===== src/rtl/fft_output_buffer_pkg.sv =====
// Shared types for the FFT output double buffer:
// bank/read-FSM state encodings and the bit-reverse helper.
package fft_output_buffer_pkg;

    localparam int MAX_LOG2N = 8;

    typedef enum logic [1:0] {
        B_EMPTY,
        B_FILLING,
        B_FULL,
        B_READING
    } bank_state_e;

    typedef enum logic [1:0] {
        R_IDLE,
        R_PULSE,
        R_WAIT
    } rd_state_e;

    // Reverses the low lg bits of k; upper bits come back as zero.
    function automatic logic [MAX_LOG2N-1:0] bitrev(
        input logic [MAX_LOG2N-1:0] k,
        input int lg
    );
        logic [MAX_LOG2N-1:0] r;
        r = '0;
        for (int i = 0; i < MAX_LOG2N; i++) begin
            if (i < lg) r[i] = k[3'(lg - 1 - i)];
        end
        return r;
    endfunction

endpackage


===== src/rtl/fft_output_buffer_if.sv =====
// Sample handshake between the FFT core (master)
// and the output buffer (slave).
interface fft_output_buffer_if #(
    parameter int DATA_WIDTH = 16
);
    logic                         in_valid;
    logic                         in_ready;
    logic signed [DATA_WIDTH-1:0] in_real;
    logic signed [DATA_WIDTH-1:0] in_imag;

    modport master (
        output in_valid, in_real, in_imag,
        input  in_ready
    );

    modport slave (
        input  in_valid, in_real, in_imag,
        output in_ready
    );
endinterface


===== src/rtl/fft_bank_regfile.sv =====
// One frame bank: N complex entries, a single write port
// and every entry visible in parallel.
module fft_bank_regfile #(
    parameter int DATA_WIDTH = 16,
    parameter int N          = 16
) (
    input  logic                         clk,
    input  logic                         reset,
    input  logic                         we,
    input  logic [$clog2(N)-1:0]         waddr,
    input  logic signed [DATA_WIDTH-1:0] wr_real,
    input  logic signed [DATA_WIDTH-1:0] wr_imag,
    output logic signed [DATA_WIDTH-1:0] rd_real [0:N-1],
    output logic signed [DATA_WIDTH-1:0] rd_imag [0:N-1]
);
    logic signed [DATA_WIDTH-1:0] real_q [0:N-1];
    logic signed [DATA_WIDTH-1:0] real_d [0:N-1];
    logic signed [DATA_WIDTH-1:0] imag_q [0:N-1];
    logic signed [DATA_WIDTH-1:0] imag_d [0:N-1];

    always_comb begin
        real_d = real_q;
        imag_d = imag_q;
        if (we) begin
            real_d[waddr] = wr_real;
            imag_d[waddr] = wr_imag;
        end
    end

    always_ff @(posedge clk or posedge reset) begin
        if (reset) begin
            for (int i = 0; i < N; i++) begin
                real_q[i] <= '0;
                imag_q[i] <= '0;
            end
        end else begin
            real_q <= real_d;
            imag_q <= imag_d;
        end
    end

    assign rd_real = real_q;
    assign rd_imag = imag_q;

endmodule


===== src/rtl/fft_output_buffer.sv =====
// Ping-pong frame buffer behind an FFT core: reorders samples into
// natural order and holds each frame until downstream releases it.
module fft_output_buffer
    import fft_output_buffer_pkg::*;
#(
    parameter int DATA_WIDTH  = 16,
    parameter int N           = 16,
    parameter int BIT_REVERSE = 1
) (
    input  logic                         clk,
    input  logic                         reset,
    fft_output_buffer_if.slave           in_if,
    output logic                         buffer_ready,
    output logic signed [DATA_WIDTH-1:0] real_out [0:N-1],
    output logic signed [DATA_WIDTH-1:0] imag_out [0:N-1],
    input  logic                         xfer_done,
    output logic                         frame_drop
);
    localparam int AW = $clog2(N);
    localparam int SW = AW + 1;

    bank_state_e   bank_q [0:1];
    bank_state_e   bank_d [0:1];
    rd_state_e     rd_q, rd_d;
    logic [AW-1:0] wr_cnt_q, wr_cnt_d;
    logic          wr_ptr_q, wr_ptr_d;
    logic          rd_sel_q, rd_sel_d;
    logic          drop_q, drop_d;
    logic [SW-1:0] stall_q, stall_d;

    logic          in_ready;
    logic          accept;
    logic          stall;
    logic          full_a, full_b, pick;
    logic [AW-1:0] waddr;

    logic signed [DATA_WIDTH-1:0] a_real [0:N-1];
    logic signed [DATA_WIDTH-1:0] a_imag [0:N-1];
    logic signed [DATA_WIDTH-1:0] b_real [0:N-1];
    logic signed [DATA_WIDTH-1:0] b_imag [0:N-1];

    assign in_ready = (bank_q[wr_ptr_q] == B_EMPTY) ||
                      (bank_q[wr_ptr_q] == B_FILLING);
    assign in_if.in_ready = in_ready;
    assign accept = in_if.in_valid && in_ready;
    assign stall  = in_if.in_valid && !in_ready;

    assign waddr = (BIT_REVERSE != 0) ?
                   AW'(bitrev(MAX_LOG2N'(wr_cnt_q), AW)) : wr_cnt_q;

    // With both banks full the write pointer has already moved
    // back onto the older one.
    assign full_a = (bank_q[0] == B_FULL);
    assign full_b = (bank_q[1] == B_FULL);
    assign pick   = (full_a && full_b) ? wr_ptr_q : full_b;

    always_comb begin
        bank_d   = bank_q;
        rd_d     = rd_q;
        wr_cnt_d = wr_cnt_q;
        wr_ptr_d = wr_ptr_q;
        rd_sel_d = rd_sel_q;
        drop_d   = drop_q;
        stall_d  = '0;

        if (accept) begin
            wr_cnt_d = wr_cnt_q + 1'b1;
            if (wr_cnt_q == AW'(N - 1)) begin
                bank_d[wr_ptr_q] = B_FULL;
                wr_ptr_d         = ~wr_ptr_q;
            end else begin
                bank_d[wr_ptr_q] = B_FILLING;
            end
        end

        unique case (rd_q)
            R_IDLE: begin
                if (full_a || full_b) begin
                    rd_sel_d     = pick;
                    bank_d[pick] = B_READING;
                    rd_d         = R_PULSE;
                end
            end
            R_PULSE: rd_d = R_WAIT;
            R_WAIT: begin
                if (xfer_done) begin
                    bank_d[rd_sel_q] = B_EMPTY;
                    rd_d             = R_IDLE;
                end
            end
            default: rd_d = R_IDLE;
        endcase

        if (stall) begin
            stall_d = (stall_q == SW'(N)) ? stall_q : stall_q + 1'b1;
            if (stall_q == SW'(N - 1)) drop_d = 1'b1;
        end
    end

    always_ff @(posedge clk or posedge reset) begin
        if (reset) begin
            bank_q[0] <= B_EMPTY;
            bank_q[1] <= B_EMPTY;
            rd_q      <= R_IDLE;
            wr_cnt_q  <= '0;
            wr_ptr_q  <= 1'b0;
            rd_sel_q  <= 1'b0;
            drop_q    <= 1'b0;
            stall_q   <= '0;
        end else begin
            bank_q    <= bank_d;
            rd_q      <= rd_d;
            wr_cnt_q  <= wr_cnt_d;
            wr_ptr_q  <= wr_ptr_d;
            rd_sel_q  <= rd_sel_d;
            drop_q    <= drop_d;
            stall_q   <= stall_d;
        end
    end

    fft_bank_regfile #(
        .DATA_WIDTH(DATA_WIDTH),
        .N         (N)
    ) u_bank_a (
        .clk    (clk),
        .reset  (reset),
        .we     (accept && !wr_ptr_q),
        .waddr  (waddr),
        .wr_real(in_if.in_real),
        .wr_imag(in_if.in_imag),
        .rd_real(a_real),
        .rd_imag(a_imag)
    );

    fft_bank_regfile #(
        .DATA_WIDTH(DATA_WIDTH),
        .N         (N)
    ) u_bank_b (
        .clk    (clk),
        .reset  (reset),
        .we     (accept && wr_ptr_q),
        .waddr  (waddr),
        .wr_real(in_if.in_real),
        .wr_imag(in_if.in_imag),
        .rd_real(b_real),
        .rd_imag(b_imag)
    );

    always_comb begin
        for (int i = 0; i < N; i++) begin
            real_out[i] = rd_sel_q ? b_real[i] : a_real[i];
            imag_out[i] = rd_sel_q ? b_imag[i] : a_imag[i];
        end
    end

    assign buffer_ready = (rd_q == R_PULSE);
    assign frame_drop   = drop_q;

endmodule


===== src/flat_wrapper.sv =====
// flat-port wrapper written by rule: the top's interface ports become plain ports
module fft_output_buffer_flat import fft_output_buffer_pkg::*;
#(
    parameter int DATA_WIDTH  = 16,
    parameter int N           = 16,
    parameter int BIT_REVERSE = 1
)
  (clk, reset, buffer_ready, real_out, imag_out, xfer_done, frame_drop, in_if_in_valid, in_if_in_real, in_if_in_imag, in_if_in_ready);
  fft_output_buffer_if #(.DATA_WIDTH(DATA_WIDTH)) in_if_i ();
  input  logic clk;
  input  logic reset;
  output logic buffer_ready;
  output logic signed [DATA_WIDTH-1:0] real_out[0:N-1];
  output logic signed [DATA_WIDTH-1:0] imag_out[0:N-1];
  input  logic xfer_done;
  output logic frame_drop;
  input wire logic [$bits(in_if_i.in_valid)-1:0] in_if_in_valid;
  input wire logic [$bits(in_if_i.in_real)-1:0] in_if_in_real;
  input wire logic [$bits(in_if_i.in_imag)-1:0] in_if_in_imag;
  output wire logic [$bits(in_if_i.in_ready)-1:0] in_if_in_ready;
  assign in_if_i.in_valid = in_if_in_valid;
  assign in_if_i.in_real = in_if_in_real;
  assign in_if_i.in_imag = in_if_in_imag;
  assign in_if_in_ready = in_if_i.in_ready;
  fft_output_buffer #(.DATA_WIDTH(DATA_WIDTH), .N(N), .BIT_REVERSE(BIT_REVERSE)) u_core (.clk(clk), .reset(reset), .in_if(in_if_i), .buffer_ready(buffer_ready), .real_out(real_out), .imag_out(imag_out), .xfer_done(xfer_done), .frame_drop(frame_drop));
endmodule

===== config.mk =====
export PLATFORM = sky130hd
export DESIGN_NAME = fft_output_buffer_flat
export DESIGN_NICKNAME = d
export VERILOG_FILES = /design/src/rtl/fft_output_buffer_pkg.sv /design/src/rtl/fft_output_buffer_if.sv /design/src/rtl/fft_bank_regfile.sv /design/src/rtl/fft_output_buffer.sv /design/src/flat_wrapper.sv
export SDC_FILE = /design/constraint.sdc
export NUM_CORES = 2
export LEC_CHECK = 0
export ABC_CLOCK_PERIOD_IN_PS = 49000
export BUFFER_PORTS_ARGS = -buffer_cell sky130_fd_sc_hd__buf_4
export CAP_MARGIN = 0
export CORE_UTILIZATION = 35
export DETAILED_ROUTE_END_ITERATION = 16
export PLACE_DENSITY_LB_ADDON = 0.2
export SYNTH_ARGS = -nofsm -noshare
export SYNTH_HDL_FRONTEND = slang
export SYNTH_SLANG_ARGS = --single-unit

===== constraint.sdc =====
create_clock -name clk -period 49 [get_ports clk]
set_input_delay 0 -clock clk [delete_from_list [all_inputs] [get_ports clk]]
set_output_delay 0 -clock clk [all_outputs]
set_load 0.1 [all_outputs]

; Yosys cells after proc, flatten, opt, wreduce, memory -nomap -nowiden
; Index checks and enable logic that the tools add are counted.
[word_totals]
inputBits = 36
elab_cells = 184
regBits = 1042
out_inout_bits = 515
[classes]
n_reduce_logical = 19
n_addsub = 2
eq_ne = 11
n_lt_le_gt_ge = 8
n_mux = 58
bitwise_logic = 14
[ops]
columns = cell, count
row1 = bitwise mux 256 bit, 4
row2 = two-way mux 16 bit, 33
row3 = demux 16 bit (select 4 bit), 1
row4 = two-way mux 2 bit, 8
row5 = two-way mux 4 bit, 4
row6 = two-way mux 5 bit, 2
row7 = logical AND 1 bit, 9
row8 = one-hot mux 4 bit (2 select lines), 1
row9 = AND reduction 2 bit, 4
row10 = demux 2 bit (select 1 bit), 3
row11 = == test 2 bit (second input constant), 3
row12 = >= comparator 2 bit (second input constant), 3
row13 = < comparator 2 x 1 -> 1 bit (second input constant), 3
row14 = NOT 1 -> 2 bit, 3
row15 = one-hot mux 2 bit (3 select lines), 1
row16 = adder 5 x 1 -> 5 bit (second input constant), 1
row17 = == test 5 x 4 -> 1 bit (second input constant), 1
row18 = == test 5 bit (second input constant), 1
row19 = >= comparator 5 bit (second input constant), 1
row20 = < comparator 5 x 1 -> 1 bit (second input constant), 1
row21 = NOT 4 -> 5 bit, 1
row22 = adder 4 x 1 -> 4 bit (second input constant), 1
row23 = bitwise AND 2 bit, 2
row24 = bitwise AND 4 bit, 1
row25 = other kinds (13), 20

; Longest topological paths before layout
[depth]
depth_word = 12
depth_mapped = 7
mapped_depth_nobuf = 5

; Modules after synthesis
; Synthesis repeated with hierarchy kept, for this count alone.
[unflattened]
hier_cells = 2919
hier_area_um2 = 45302.2
[modules_own_cells]
columns = module, area_per_inst_um2, seq_area_each_um2, instances, cells_per_inst
row1 = fft_bank_regfile, 19112.1, 12812.3, 2, 1135
row2 = fft_output_buffer, 7078.0, 450.4, 1, 649

; Worst setup path after synthesis
; OpenSTA, ideal clock, no wires.
[synth_timing]
path_kind = register -> register
startpoint = reg u_core.wr_ptr_q
endpoint = reg u_core.wr_cnt_q[1]
t_arrival_ps = 2935
setup_ps = 125
path_stages_with_launch = 5
slack_ps = 45940
required_time_ps = 48875
synth_period_minus_slack_ps = 3060
path_buffers = 1
cell_sequence = dfrtp_1 -> buf_2 -> mux2i_1 -> nand2_1 -> mux2_2
[synth_between]
elab_chain_cells = 7
elab_cells_between_ends = 8
cone_classes = eq/ne (1) / mux (3) / bitwise (1) / reduce/logical (3)
[synth_lines]
columns = item, line_no
row1 = from (decl), fft_output_buffer.sv:26  ; logic wr_ptr_q, wr_ptr_d;
row2 = from (signal assigned), fft_output_buffer.sv:114  ; wr_ptr_q <= wr_ptr_d;
row3 = NOT 1 -> 2 bit (not written as such) *, "fft_output_buffer.sv:42, fft_output_buffer.sv:43"
row4 = two-way mux 2 bit (not written as such) * (3 in series), "fft_output_buffer.sv:42, fft_output_buffer.sv:43"
row5 = == test 2 x 1 -> 1 bit or logical NOT 2 bit (tied branches), "fft_output_buffer.sv:43, fft_output_buffer.sv:42"
row6 = logical OR 1 bit *, fft_output_buffer.sv:42  ; assign in_ready = (bank_q[wr_ptr_q] == B_EMPTY) ||
row7 = named net in_if_in_ready, flat_wrapper.sv:20  ; output wire logic [$bits(in_if_i.in_ready)-1:0] in_if_in_ready;
row8 = logical AND 1 bit *, fft_output_buffer.sv:45  ; assign accept = in_if.in_valid && in_ready;
row9 = to (signal assigned), fft_output_buffer.sv:113  ; wr_cnt_q <= wr_cnt_d;
row10 = to (decl), fft_output_buffer.sv:25  ; logic [AW-1:0] wr_cnt_q, wr_cnt_d;
; The timed path passes the listed nets; every way through them passes the cells marked *. The select of a mux whose other input is x is not followed.
; A chain may end at the register's enable or synchronous reset.

==> run metrics <==
status=finished, final reports clean; via count=26,200; setup violators final=0; net count after synthesis=2,992; Num CTS Buffers=114; post-synthesis sequential area ratio=57.5%; Inst Count DP=5,022; 1st-iter DRT viols=1,377; synth top area cells=dfrtp_1, mux2_2, clkbuf_1; GP Congestion=0.751; Worst-Margin Slew=1.13 ns; RSZ-0062 raised after global routing=false; Worst setup SP type=flip-flop; vias in the first global route=27,600; # DRC=0; Compound-Gate Fraction of Synth Area=0.210%; Layout Cells excl Fill=5,272; Final Skew=0.0248 ns; post-detail-place hpwl=88,800 um; total track usage=21.0%; clock latency on the worst-skew pair=0.75 ns; CTS resizes=0; most common cell after layout, fill and taps aside=mux2_2; die height=362 um; die area=131,000 sq um; largest family of logic cells by synthesized area=multiplexers; number of synthesized flops with an enable pin=0; setup bufs post-CTS=0; synth warn=0; Fin Setup TNS=0 ns; core footprint=128,000 sq um; # hold bufs at CTS=37; critical path class=reg -> out; synthesized flop and latch total=1,042; fraction of the mapped netlist area in adder cells=0.193%; die width=362 um; most used cells in the layout excluding fill and tap cells=mux2_2, dfrtp_1, buf_4; crit path DAT=4.78 ns; fin crit share=9.76%; Final Hold Vio Count=0; Pins Over Slew Limit=0; initial antenna violation count=1; Avg Vias per Cell=4.97; area share of the largest cell type after synthesis=57.5%; fin crit period=4.78 ns; multiplexer area fraction after synthesis=38.2%; CTS clk-pin slew, worst paths=0.06 ns; xor/xnor share of the synthesized area=0.116%; row count=131; largest net degree at the start of global routing=156; clk buf depth=3; Mean Syn Cell Area=15.4 sq um; ys flop type=dfrtp_1; WL final=138,000 um; fraction of layout cells with a size suffix above 1=66.1%; Initial DRT Pass Iterations=4; CTS sink cnt=1,042; post-DR wirelength/cell=26.2 um; ys async rst share=100%; post-synthesis simple-gate area fraction=1.05%; Post-Syn Area=45,400 sq um; Area Overhead vs Synth=21.6%; crit-path max FO=74; Port Buffers=550; Critical Path End Type=output port; fmax=209 MHz; first-pass GRT wire length=202,000 um; CTS tree=done; CP required=49.00 ns; Post-DRT Antenna Nets=0; final net count=3,489; Ports=551; Netlist cell types=45; fillers=11,800; clock root buffer=clkbuf_16; Starting Density=35.4%; H-tree levels=3; Syn Inst Count=2,949; gr ovfl total=0; Rel. slew slack=24.9%; Yosys top cell by area=dfrtp_1; max-cap viol count=0; Tightest Hold Check Type=in -> reg
sequential cells by signal, summed over array words and instances, names as in the netlist:
signal                   count
u_core.u_bank_a.rd_real    256
u_core.stall_q               5
u_core.bank_q                4
u_core.u_bank_b.rd_imag    256
u_core.u_bank_a.rd_imag    256
u_core.u_bank_b.rd_real    256
u_core.frame_drop            1
u_core.wr_cnt_q              4
u_core.wr_ptr_q              1
u_core.rd_sel_q              1
u_core.rd_q                  2
layer usage:
layer  GRT usage (%)  vias up  routed length (um)
met1            27.7    13900               60800
met4            6.91        2                4370
li1                -    11500                   -
met2            32.7      589               63100
met3            6.62      193                9740
met5               0        -                  13
through the flow:
stage	area, sq um	setup slack [ns]	hold slack (ns)	util (%)
4_1_cts	55100	44.10	0.207	43.1
5_1_grt	55100	43.57	0.265	43.1
2_1_floorplan	45400	19.67	0.135	-
3_5_place_dp	51000	44.47	0.241	39.9
3_3_place_gp	51000	44.44	0.245	39.9
6_report	55100	44.22	0.286	43.1
final timing paths:
kind                                              start  slack (ns)  cells after the start                      endpoint
setup reg to reg                     u_core.wr_cnt_q[2]       45.52                      4   u_core.u_bank_b.rd_real[95]
hold reg to reg            u_core.u_bank_a.rd_imag[225]        0.48                      1  u_core.u_bank_a.rd_imag[225]
min in group asynchronous                         reset        0.61                      4   u_core.u_bank_a.rd_imag[60]
hold / removal                           in_if_in_valid        0.29                      4            u_core.wr_cnt_q[2]
max in group asynchronous                         reset       44.29                      8   u_core.u_bank_b.rd_real[62]
setup / recovery                        u_core.rd_sel_q       44.22                      5                 real_out[112]
worst max-delay path, stage by stage (launching register included):
cell     delay [ns]
dfrtp_4        0.79
buf_4          0.72
buf_4          0.95
buf_4          0.79
mux2_2         0.42
buf_4          0.23
kinds of logic after synthesis:
family | after synthesis
and+or+nand+nor | 72
muxes | 1539
AOI/OAI and AO/OA | 15
buffers and inverters | 268
adders and majority gates | 7
DFF | 1042
xor gates and xnor gates | 6
Yosys cell counts, types with 4 or more instances:
| cell | count |
|---|---|
| mux2_2 | 1521 |
| dfrtp_1 | 1042 |
| clkbuf_1 | 133 |
| buf_2 | 93 |
| buf_4 | 18 |
| mux2_1 | 16 |
| nand2_1 | 15 |
| nor2_1 | 15 |
| inv_1 | 10 |
| buf_1 | 7 |
| ha_1 | 7 |
| buf_6 | 6 |
| nor2b_1 | 6 |
| o21ai_0 | 6 |
| xnor2_1 | 5 |
| nor3b_2 | 4 |
layout make-up:
| cell class | count | area [sq um] | area share [%] |
|---|---|---|---|
| Sequential cell | 1042 | 26100 | 47.3 |
| Multi-Input combinational cell | 1639 | 18200 | 33.0 |
| Timing Repair Buffer | 639 | 4930 | 8.94 |
| Clock buffer | 163 | 3230 | 5.85 |
| Tap cell | 1729 | 2160 | 3.92 |
| Clock inverter | 49 | 520 | 0.944 |
| Inverter | 10 | 45.0 | 0.0817 |
| Antenna cell | 1 | 2.50 | 0.00454 |
Power is left out: the tool's default activity adds up to more than one toggle a clock period on the data nets, which glitch-free logic cannot reach.
